[config.mk]
export PLATFORM = sky130hd
export DESIGN_NAME = alt_seq_serializer
export DESIGN_NICKNAME = d
export VERILOG_FILES = /design/src/rtl/alt_seq_serializer_pkg.sv /design/src/rtl/alt_seq_serializer.sv
export SDC_FILE = /design/constraint.sdc
export NUM_CORES = 1
export LEC_CHECK = 0
export CAP_MARGIN = 40
export CELL_PAD_IN_SITES_DETAIL_PLACEMENT = 1
export CELL_PAD_IN_SITES_GLOBAL_PLACEMENT = 2
export CORE_AREA = 2 2 48 50
export DETAILED_ROUTE_END_ITERATION = 8
export DIE_AREA = 0 0 50 52
export PLACE_DENSITY = 0.76
export SKIP_LAST_GASP = 1
export SLEW_MARGIN = 20
export SYNTH_ARGS = -nofsm -noshare
export SYNTH_HDL_FRONTEND = slang
export SYNTH_SLANG_ARGS = --single-unit
[constraint.sdc]
create_clock -name clk -period 2.79 [get_ports clk]
set_clock_uncertainty 0.1 [all_clocks]
set_input_delay 0.558 -clock clk [delete_from_list [all_inputs] [get_ports clk]]
set_output_delay 0.558 -clock clk [all_outputs]
set_load 0.02 [all_outputs]
[src/rtl/alt_seq_serializer_pkg.sv]
// alt_seq_serializer_pkg: shared state type and framing constants for the serializer and checker
package alt_seq_serializer_pkg;

  typedef enum logic {IDLE = 1'b0, SHIFT = 1'b1} state_e;

  // Each serial bit occupies this many clock cycles; the checker samples at the same spacing.
  localparam int HOLD_CYCLES = 2;

  localparam logic IDLE_BIT_DEF = 1'b0;

endpackage

[src/rtl/alt_seq_serializer.sv]
// alt_seq_serializer: LSB-first serializer holding each bit for two cycles with gapless back-to-back words
module alt_seq_serializer
  import alt_seq_serializer_pkg::*;
#(
  parameter int   WIDTH    = 8,
  parameter logic IDLE_BIT = IDLE_BIT_DEF
) (
  input  logic             clk,
  input  logic             rst_n,
  input  logic             load_valid,
  output logic             load_ready,
  input  logic [WIDTH-1:0] load_data,
  output logic             ser,
  output logic             busy,
  output logic             bit_first,
  output logic             done
);

  localparam int IW = (WIDTH > 1) ? $clog2(WIDTH) : 1;
  localparam logic [IW-1:0] LAST = IW'(WIDTH - 1);

  state_e          state_q;
  logic [WIDTH-1:0] sr_q;
  logic [IW-1:0]   idx_q;
  logic            hold_q;
  logic            done_q;
  logic            last_bit;
  logic            accept;

  assign last_bit   = (state_q == SHIFT) && (idx_q == LAST) && hold_q;
  assign load_ready = (state_q == IDLE) || last_bit;
  assign accept     = load_valid && load_ready;
  assign ser        = (state_q == SHIFT) ? sr_q[0] : IDLE_BIT;
  assign busy       = (state_q == SHIFT);
  assign bit_first  = (state_q == SHIFT) && !hold_q;
  assign done       = done_q;

  // FSM with shift register, bit index and hold flag; a final-bit accept reloads without leaving SHIFT
  always_ff @(posedge clk or negedge rst_n) begin
    if (!rst_n) begin
      state_q <= IDLE;
      sr_q    <= '0;
      idx_q   <= '0;
      hold_q  <= 1'b0;
      done_q  <= 1'b0;
    end else begin
      done_q <= last_bit;
      if (accept) begin
        sr_q    <= load_data;
        idx_q   <= '0;
        hold_q  <= 1'b0;
        state_q <= SHIFT;
      end else if (state_q == SHIFT) begin
        if (!hold_q) begin
          hold_q <= 1'b1;
        end else if (last_bit) begin
          state_q <= IDLE;
        end else begin
          sr_q   <= sr_q >> 1;
          idx_q  <= idx_q + 1'b1;
          hold_q <= 1'b0;
        end
      end
    end
  end

endmodule

==> results.sh, run 1 <==
export IMPL_status="finished clean"
export IMPL_synth_avg_cell_area_um2=12.6
export IMPL_num_rows=17
export IMPL_syn_to_final_growth_pct=32.3
export IMPL_antenna_found_initial=0
export IMPL_swShare=0.364
export IMPL_synth_seq_cells=14
export IMPL_grt_max_degree=15
export IMPL_setup_violations=0
export IMPL_post_cts_buffers=0
export IMPL_netSwitchingPower_mw=0.287
export IMPL_reg2reg_depth=5
export IMPL_r2r_slack_ps=1030
export IMPL_port_buffer_count=15
export IMPL_peakVddDrop_mv=0.373
export IMPL_clock_latency_ps=280
export IMPL_clkPwrFrac=0.142
export IMPL_power_density_nw_per_um2=944
export IMPL_yosys_warnings=0
export IMPL_postCtsHoldBufs=0
export IMPL_r2r_end="sr_q[4]"
export IMPL_grt_overflow=0
export IMPL_cap_violations=0
export IMPL_wire_per_inst_um=14.2
export IMPL_min_from="idx_q[2]"
export IMPL_hold_viol=0
export IMPL_max_slew_margin=0.578
export IMPL_dr_pass1_iters=3
export IMPL_num_antenna_cells=0
export IMPL_die_w_um=50
export IMPL_finalCritPeriodShare=0.922
export IMPL_pwr_share_comb=0.444
export IMPL_start_kind="register"
export IMPL_yosysUniqueCellTypes=21
export IMPL_finalSetupTns_ps=0
export IMPL_timing_fmax_mhz=389
export IMPL_worstPathArrival_ps=1920
export IMPL_totalWireLength_mm=1.35
export IMPL_holdPathEnd="idx_q[2]"
export IMPL_start_util=0.300
export IMPL_cts_buffers=3
export IMPL_critical_path_max_fanout=9
export IMPL_grt_pass1_wl_mm=2.40
export IMPL_place_gp_congestion=0.631
export IMPL_crit_type="reg2out"
export IMPL_drc=0
export IMPL_hold_depth=1
export IMPL_hp_class="reg2reg"
export IMPL_num_vias=478
export IMPL_path_cells="ha_1 > ha_1 > a21bo_4 > clkdlybuf4s50_1"
export IMPL_required_ps=2130
export IMPL_initialDrtViolationCount=1
export IMPL_fin_crit_ps=2570
export IMPL_cts_tree="done"
export IMPL_critPathMaxStageDelay_ps=540
export IMPL_pwr_share_seq=0.413
export IMPL_path_clk_slew_ps=80
export IMPL_hpwl_um=986
export IMPL_cts_sinks=14
export IMPL_cp_common_cell="ha_1"
export IMPL_cts_buffer_depth=2
export IMPL_yosysSeqAreaShare=0.554
export IMPL_post_drt_via_cell_ratio=5.03
export IMPL_worst_pin_slew_ps=632
export IMPL_final_antenna_net_count=0
export IMPL_drive_gt1_frac=0.149
export IMPL_grt_usage=0.124
export IMPL_finalPower_mw=0.789
export IMPL_synth_area_um2=632
export IMPL_p_leak_nw=0.398
export IMPL_r2r_start="idx_q[0]"
export IMPL_root_buffer="clkbuf_4"
export IMPL_crit_slowest_cell="clkdlybuf4s50_1"
export IMPL_syn_inst=50
export IMPL_rsz0062_at_grt="no"
export IMPL_cts_repair_resized=0
export IMPL_crit_path_end_kind="output port"
export IMPL_syn_num_nets=63
export IMPL_internal_power_mw=0.502
export IMPL_ios=16
export IMPL_timing_critical_path_from="idx_q[0]"
export IMPL_grt_pass1_vias=539
export IMPL_drv_slew=0
export IMPL_die_y_um=52
export IMPL_dieArea_um2=2600
export IMPL_ctsHtreeMaxLevel=1
export IMPL_design_core_area_um2=2110
export IMPL_nNetsFinal=82
[synth_stat cells]
master | number | area, µm²
a22o_1 | 2 | 17.5
ha_1 | 2 | 25.0
clkbuf_1 | 1 | 3.75
dfrtp_1 | 14 | 350
and3_2 | 1 | 7.51
o21ai_0 | 1 | 5.00
nor2b_2 | 1 | 8.76
o31ai_1 | 1 | 7.51
a221o_1 | 7 | 70.1
nor2_2 | 1 | 6.26
o21ai_2 | 1 | 8.76
nand2_1 | 1 | 3.75
nand2b_1 | 1 | 6.26
and2_2 | 1 | 7.51
mux2_2 | 1 | 11.3
a21bo_4 | 1 | 16.3
or2b_1 | 1 | 7.51
nor2b_1 | 2 | 12.5
inv_1 | 2 | 7.51
and3_1 | 7 | 43.8
a21oi_1 | 1 | 5.00
[layout make-up]
type	count	area (µm²)
Tap cell	28	35.0
Sequential cell	14	350
Clock buffer	3	22.5
Multi-Input combinational cell	33	270
Timing Repair Buffer	15	150
Fill cell	225	1270
Inverter	2	7.51
[state kept, by name (all words and copies together), names as in the netlist]
signal / count
done: 1
sr_q: 8
hold_q: 1
idx_q: 3
busy: 1
[power groups by stage]
stage               clock [mW]  combinational [mW]  sequential, mW
floorplan                    0               0.241           0.319
global placement             0               0.342           0.325
detailed placement           0               0.354           0.331
CTS                      0.117               0.356           0.328
global route             0.127               0.391           0.337
finish                   0.112               0.351           0.326
[through the flow]
stage                     utilization  cell area [µm²]  std cells  setup WS (ps)  hold WS, ps
after floorplan                     -              632         50           1090          162
after global placement          0.386              813         92            545          389
after detailed placement        0.386              813         92            521          400
after CTS                       0.397              836         95            203          423
after global routing            0.397              836         95            138          430
final                           0.397              836         95            217          415
[worst max-delay path: cells and delay by family, from the launching register on]
kind	cells	cell delay, ps
AO/OA/AOI/OAI	1	260
flip-flops	1	390
adder cells (fa/ha/maj)	2	450
buffers and inverters	1	540
[how the worst max path moves through the flow]
stage	end	slack, ps	cells after the start
after floorplan	load_ready	1090	3
after global placement	load_ready	540	4
after detailed placement	load_ready	520	4
after CTS	load_ready	200	4
after global routing	load_ready	140	4
final	load_ready	220	4
[cells by family after synthesis]
logic type | share of synthesized area
buffers and inverters | 0.0178
adders and majority gates | 0.0396
AOI/OAI and AO/OA | 0.206
and+or+nand+nor | 0.164
muxes | 0.0178
DFF | 0.554
[cells in the final DEF (no fill, tap or decap), drive strengths merged, types with 2 or more instances in the layout]
master | netlist | routed
clkdlybuf4s50 | 0 | 15
o21ai | 2 | 2
inv | 2 | 2
and3 | 8 | 8
ha | 2 | 2
a221o | 7 | 7
nor2b | 3 | 3
dfrtp | 14 | 14
a22o | 2 | 2
clkbuf | 1 | 3
[layer usage]
metal | vias to the layer above | part of all wire | wire length [µm] | track usage
met4 | 0 | 0.013 | 18 | 0.0556
met1 | 237 | 0.46 | 615 | 0.153
met3 | 2 | 0.046 | 62 | 0.0201
met5 | - | 0 | 0 | 0
met2 | 12 | 0.48 | 650 | 0.213
li1 | 227 | - | - | -
No activity file was read; power rests on OpenSTA's default activity.
==> run 2: changes to the inputs <==
--- a/config.mk
+++ b/config.mk
@@ -13,7 +13,6 @@
 export DIE_AREA = 0 0 50 52
 export PLACE_DENSITY = 0.76
 export SKIP_LAST_GASP = 1
-export SLEW_MARGIN = 20
 export SYNTH_ARGS = -nofsm -noshare
 export SYNTH_HDL_FRONTEND = slang
 export SYNTH_SLANG_ARGS = --single-unit
==> results of run 2 <==
Same layout as run 1: the final DEF is identical, and so are final timing and power.
==> run 3: changes to the inputs <==
--- a/config.mk
+++ b/config.mk
@@ -5,13 +5,15 @@
 export SDC_FILE = /design/constraint.sdc
 export NUM_CORES = 1
 export LEC_CHECK = 0
+export ABC_AREA = 1
 export CAP_MARGIN = 40
 export CELL_PAD_IN_SITES_DETAIL_PLACEMENT = 1
 export CELL_PAD_IN_SITES_GLOBAL_PLACEMENT = 2
-export CORE_AREA = 2 2 48 50
+export CORE_AREA = 2 2 51 53
 export DETAILED_ROUTE_END_ITERATION = 8
-export DIE_AREA = 0 0 50 52
-export PLACE_DENSITY = 0.76
+export DIE_AREA = 0 0 53 55
+export GPL_ROUTABILITY_DRIVEN = 0
+export PLACE_DENSITY = 0.78
 export SKIP_LAST_GASP = 1
 export SYNTH_ARGS = -nofsm -noshare
 export SYNTH_HDL_FRONTEND = slang
==> results.sh, run 3 <==
export IMPL_syn_inst=76
export IMPL_wire_per_inst_um=12.5
export IMPL_hp_class="reg2reg"
export IMPL_m1WireLength_um=689
export IMPL_async_flop_share=1.00
export IMPL_yosysMostFrequentCell="nand2_1"
export IMPL_syn_to_final_growth_pct=28.3
export IMPL_yosysSeqAreaShare=0.525
export IMPL_synthSimpleGateAreaFrac=0.323
export IMPL_crit_path_end_kind="output port"
export IMPL_synth_area_um2=667
export IMPL_place_area_um2=820
export IMPL_fin_util=0.362
export IMPL_finalCritPeriodShare=0.938
export IMPL_n_fill_cell=289
export IMPL_cpLargestDelayFamily="buffers and inverters"
export IMPL_mostFrequentLayoutCell="nand2_1"
export IMPL_path_buf_inv=1
export IMPL_p_leak_nw=0.428
export IMPL_synth_top_family_by_area="simple AND/OR/NAND/NOR gates"
export IMPL_grt_max_degree=16
export IMPL_fin_crit_ps=2620
export IMPL_synthAdderAreaFrac=0.0375
export IMPL_die_w_um=53
export IMPL_place_ws_ps=485
export IMPL_cp_common_cell="ha_1"
export IMPL_ctsHtreeMaxLevel=1
export IMPL_final_antenna_net_count=0
export IMPL_setup_violations=0
export IMPL_max_slew_margin=0.565
export IMPL_whs_ps=391
export IMPL_post_drt_via_cell_ratio=4.74
export IMPL_hpwl_mm=1.07
export IMPL_synthTopCellsByCount="20 x nand2_1, 16 x nand3_1, 14 x dfrtp_1"
export IMPL_syn_num_nets=89
export IMPL_finalPower_mw=0.753
export IMPL_start_util=0.282
export IMPL_cts_tree="done"
export IMPL_top_register="sr_q"
export IMPL_crit_slowest_cell="clkdlybuf4s50_1"
export IMPL_synth_seq_cells=14
export IMPL_critPathMaxStageDelay_ps=600
export IMPL_root_buffer="clkbuf_4"
export IMPL_drv_slew=0
export IMPL_path_clk_slew_ps=90
export IMPL_antenna_found_initial=0
export IMPL_yosys_warnings=0
export IMPL_cts_buffer_depth=2
export IMPL_start_kind="register"
export IMPL_yosys_top_cells_area="dfrtp_1 53%, nand3_1 12%, nand2_1 11%, nand4_1 7.5%, ha_1 3.8%"
export IMPL_pwr_share_comb=0.354
export IMPL_netSwitchingPower_mw=0.291
export IMPL_post_cts_buffers=0
export IMPL_dp_cells=117
export IMPL_grt_usage=0.129
export IMPL_swShare=0.386
export IMPL_timing_fmax_mhz=382
export IMPL_rsz0062_at_grt="no"
export IMPL_cts_buffers=3
export IMPL_setup_ws_ps=174
export IMPL_finalSetupTns_ps=0
export IMPL_yosysUniqueCellTypes=14
export IMPL_highest_layer="met4"
export IMPL_met2_length_um=719
export IMPL_num_antenna_cells=0
export IMPL_path_cells="ha_1 > ha_1 > nand2_1 > nand2_2 > clkdlybuf4s50_1"
export IMPL_nNetsFinal=105
export IMPL_num_vias=573
export IMPL_synth_edff_count=0
export IMPL_synth_avg_cell_area_um2=8.77
export IMPL_dieArea_um2=2920
export IMPL_synth_top_area_cell="dfrtp_1"
export IMPL_initialDrtViolationCount=2
export IMPL_muxShareOfSynthArea=0
export IMPL_cts_repair_resized=0
export IMPL_power_density_nw_per_um2=880
export IMPL_final_area_um2=856
export IMPL_internal_power_mw=0.462
export IMPL_grt_overflow=0
export IMPL_cts_sinks=14
export IMPL_pwr_share_seq=0.445
export IMPL_grt_pass1_wl_mm=2.61
export IMPL_worst_pin_slew_ps=651
export IMPL_final_cell_mix="20 x nand2_1, 16 x nand3_1, 15 x clkdlybuf4s50_1"
export IMPL_worstPathArrival_ps=1960
export IMPL_drc=0
export IMPL_synth_xor_area_frac=0
export IMPL_design_core_area_um2=2360
export IMPL_critical_path_max_fanout=10
export IMPL_die_y_um=55
export IMPL_ios=16
export IMPL_crit_type="reg2out"
export IMPL_dr_wl_met3_um=66
export IMPL_required_ps=2130
export IMPL_drive_gt1_frac=0.0659
export IMPL_num_rows=18
export IMPL_synth_top_area_share=0.525
export IMPL_top_regs="sr_q x8, idx_q x3"
export IMPL_grt_pass1_vias=578
export IMPL_final_cells=121
export IMPL_clkPwrFrac=0.200
export IMPL_synthFlopType="dfrtp_1"
export IMPL_port_buffer_count=15
export IMPL_hold_viol=0
export IMPL_clock_latency_ps=280
export IMPL_postCtsHoldBufs=0
export IMPL_status="finished clean"
export IMPL_synth_compound_area_share=0.0225
export IMPL_peakVddDrop_mv=0.434
export IMPL_largest_register_ffs=8
export IMPL_totalWireLength_mm=1.52
export IMPL_dr_pass1_iters=4
export IMPL_cap_violations=0
-- run 3: changes by cell type after synthesis, sizes merged, moves of 4 or more --
cell and delta:
a221o -7, buf +4, inv +5, nand3 +16
nand4 +8, nand2 +20, and3 -8
-- run 3: cell type report --
| type | instances | area [µm²] | share of cell area |
|---|---|---|---|
| Tap cell | 30 | 37.5 | 0.0439 |
| Inverter | 7 | 26.3 | 0.0307 |
| Sequential cell | 14 | 350 | 0.409 |
| Multi-Input combinational cell | 51 | 255 | 0.298 |
| Timing Repair Buffer | 15 | 150 | 0.175 |
| Clock buffer | 4 | 36.3 | 0.0424 |
-- run 3: worst register-to-register path: stages (launching register included) --
cell and delay, ps:
dfrtp_1 410, ha_1 210, ha_1 210, inv_2 150, nand2_1 70, nand2_1 100, nand2_1 260, nand2_1 140
nand3_1 70
-- run 3: per-layer routing --
layer	global-route usage	up-vias
li1	-	283
met1	0.151	272
met2	0.219	14
met3	0.0188	4
met4	0.0897	0
met5	0	-
-- run 3: logic make-up after synthesis --
| kind of cell | Yosys count |
|---|---|
| AOI/OAI and AO/OA | 3 |
| adders and majority gates | 2 |
| buffers and inverters | 11 |
| DFF | 14 |
| and+or+nand+nor | 46 |
-- run 3: power by group through the flow --
stage / Clock [mW] / Sequential [mW] / Combinational (mW)
6_report: 0.151 / 0.335 / 0.267
5_1_grt: 0.165 / 0.346 / 0.309
4_1_cts: 0.155 / 0.334 / 0.275
3_5_place_dp: 0 / 0.338 / 0.273
3_3_place_gp: 0 / 0.334 / 0.263
2_1_floorplan: 0 / 0.308 / 0.220
-- run 3: path summary, 6_finish.rpt --
check	end	from	slack (ps)	depth (start not counted)
max in group asynchronous	sr_q[0]	rst_n	1610	1
worst min register to register	sr_q[7]	sr_q[7]	390	2
worst max-delay path	load_ready	idx_q[0]	170	5
worst min-delay path	sr_q[7]	sr_q[7]	390	2
worst max register to register	sr_q[2]	idx_q[0]	960	8
min in group asynchronous	sr_q[7]	rst_n	560	1
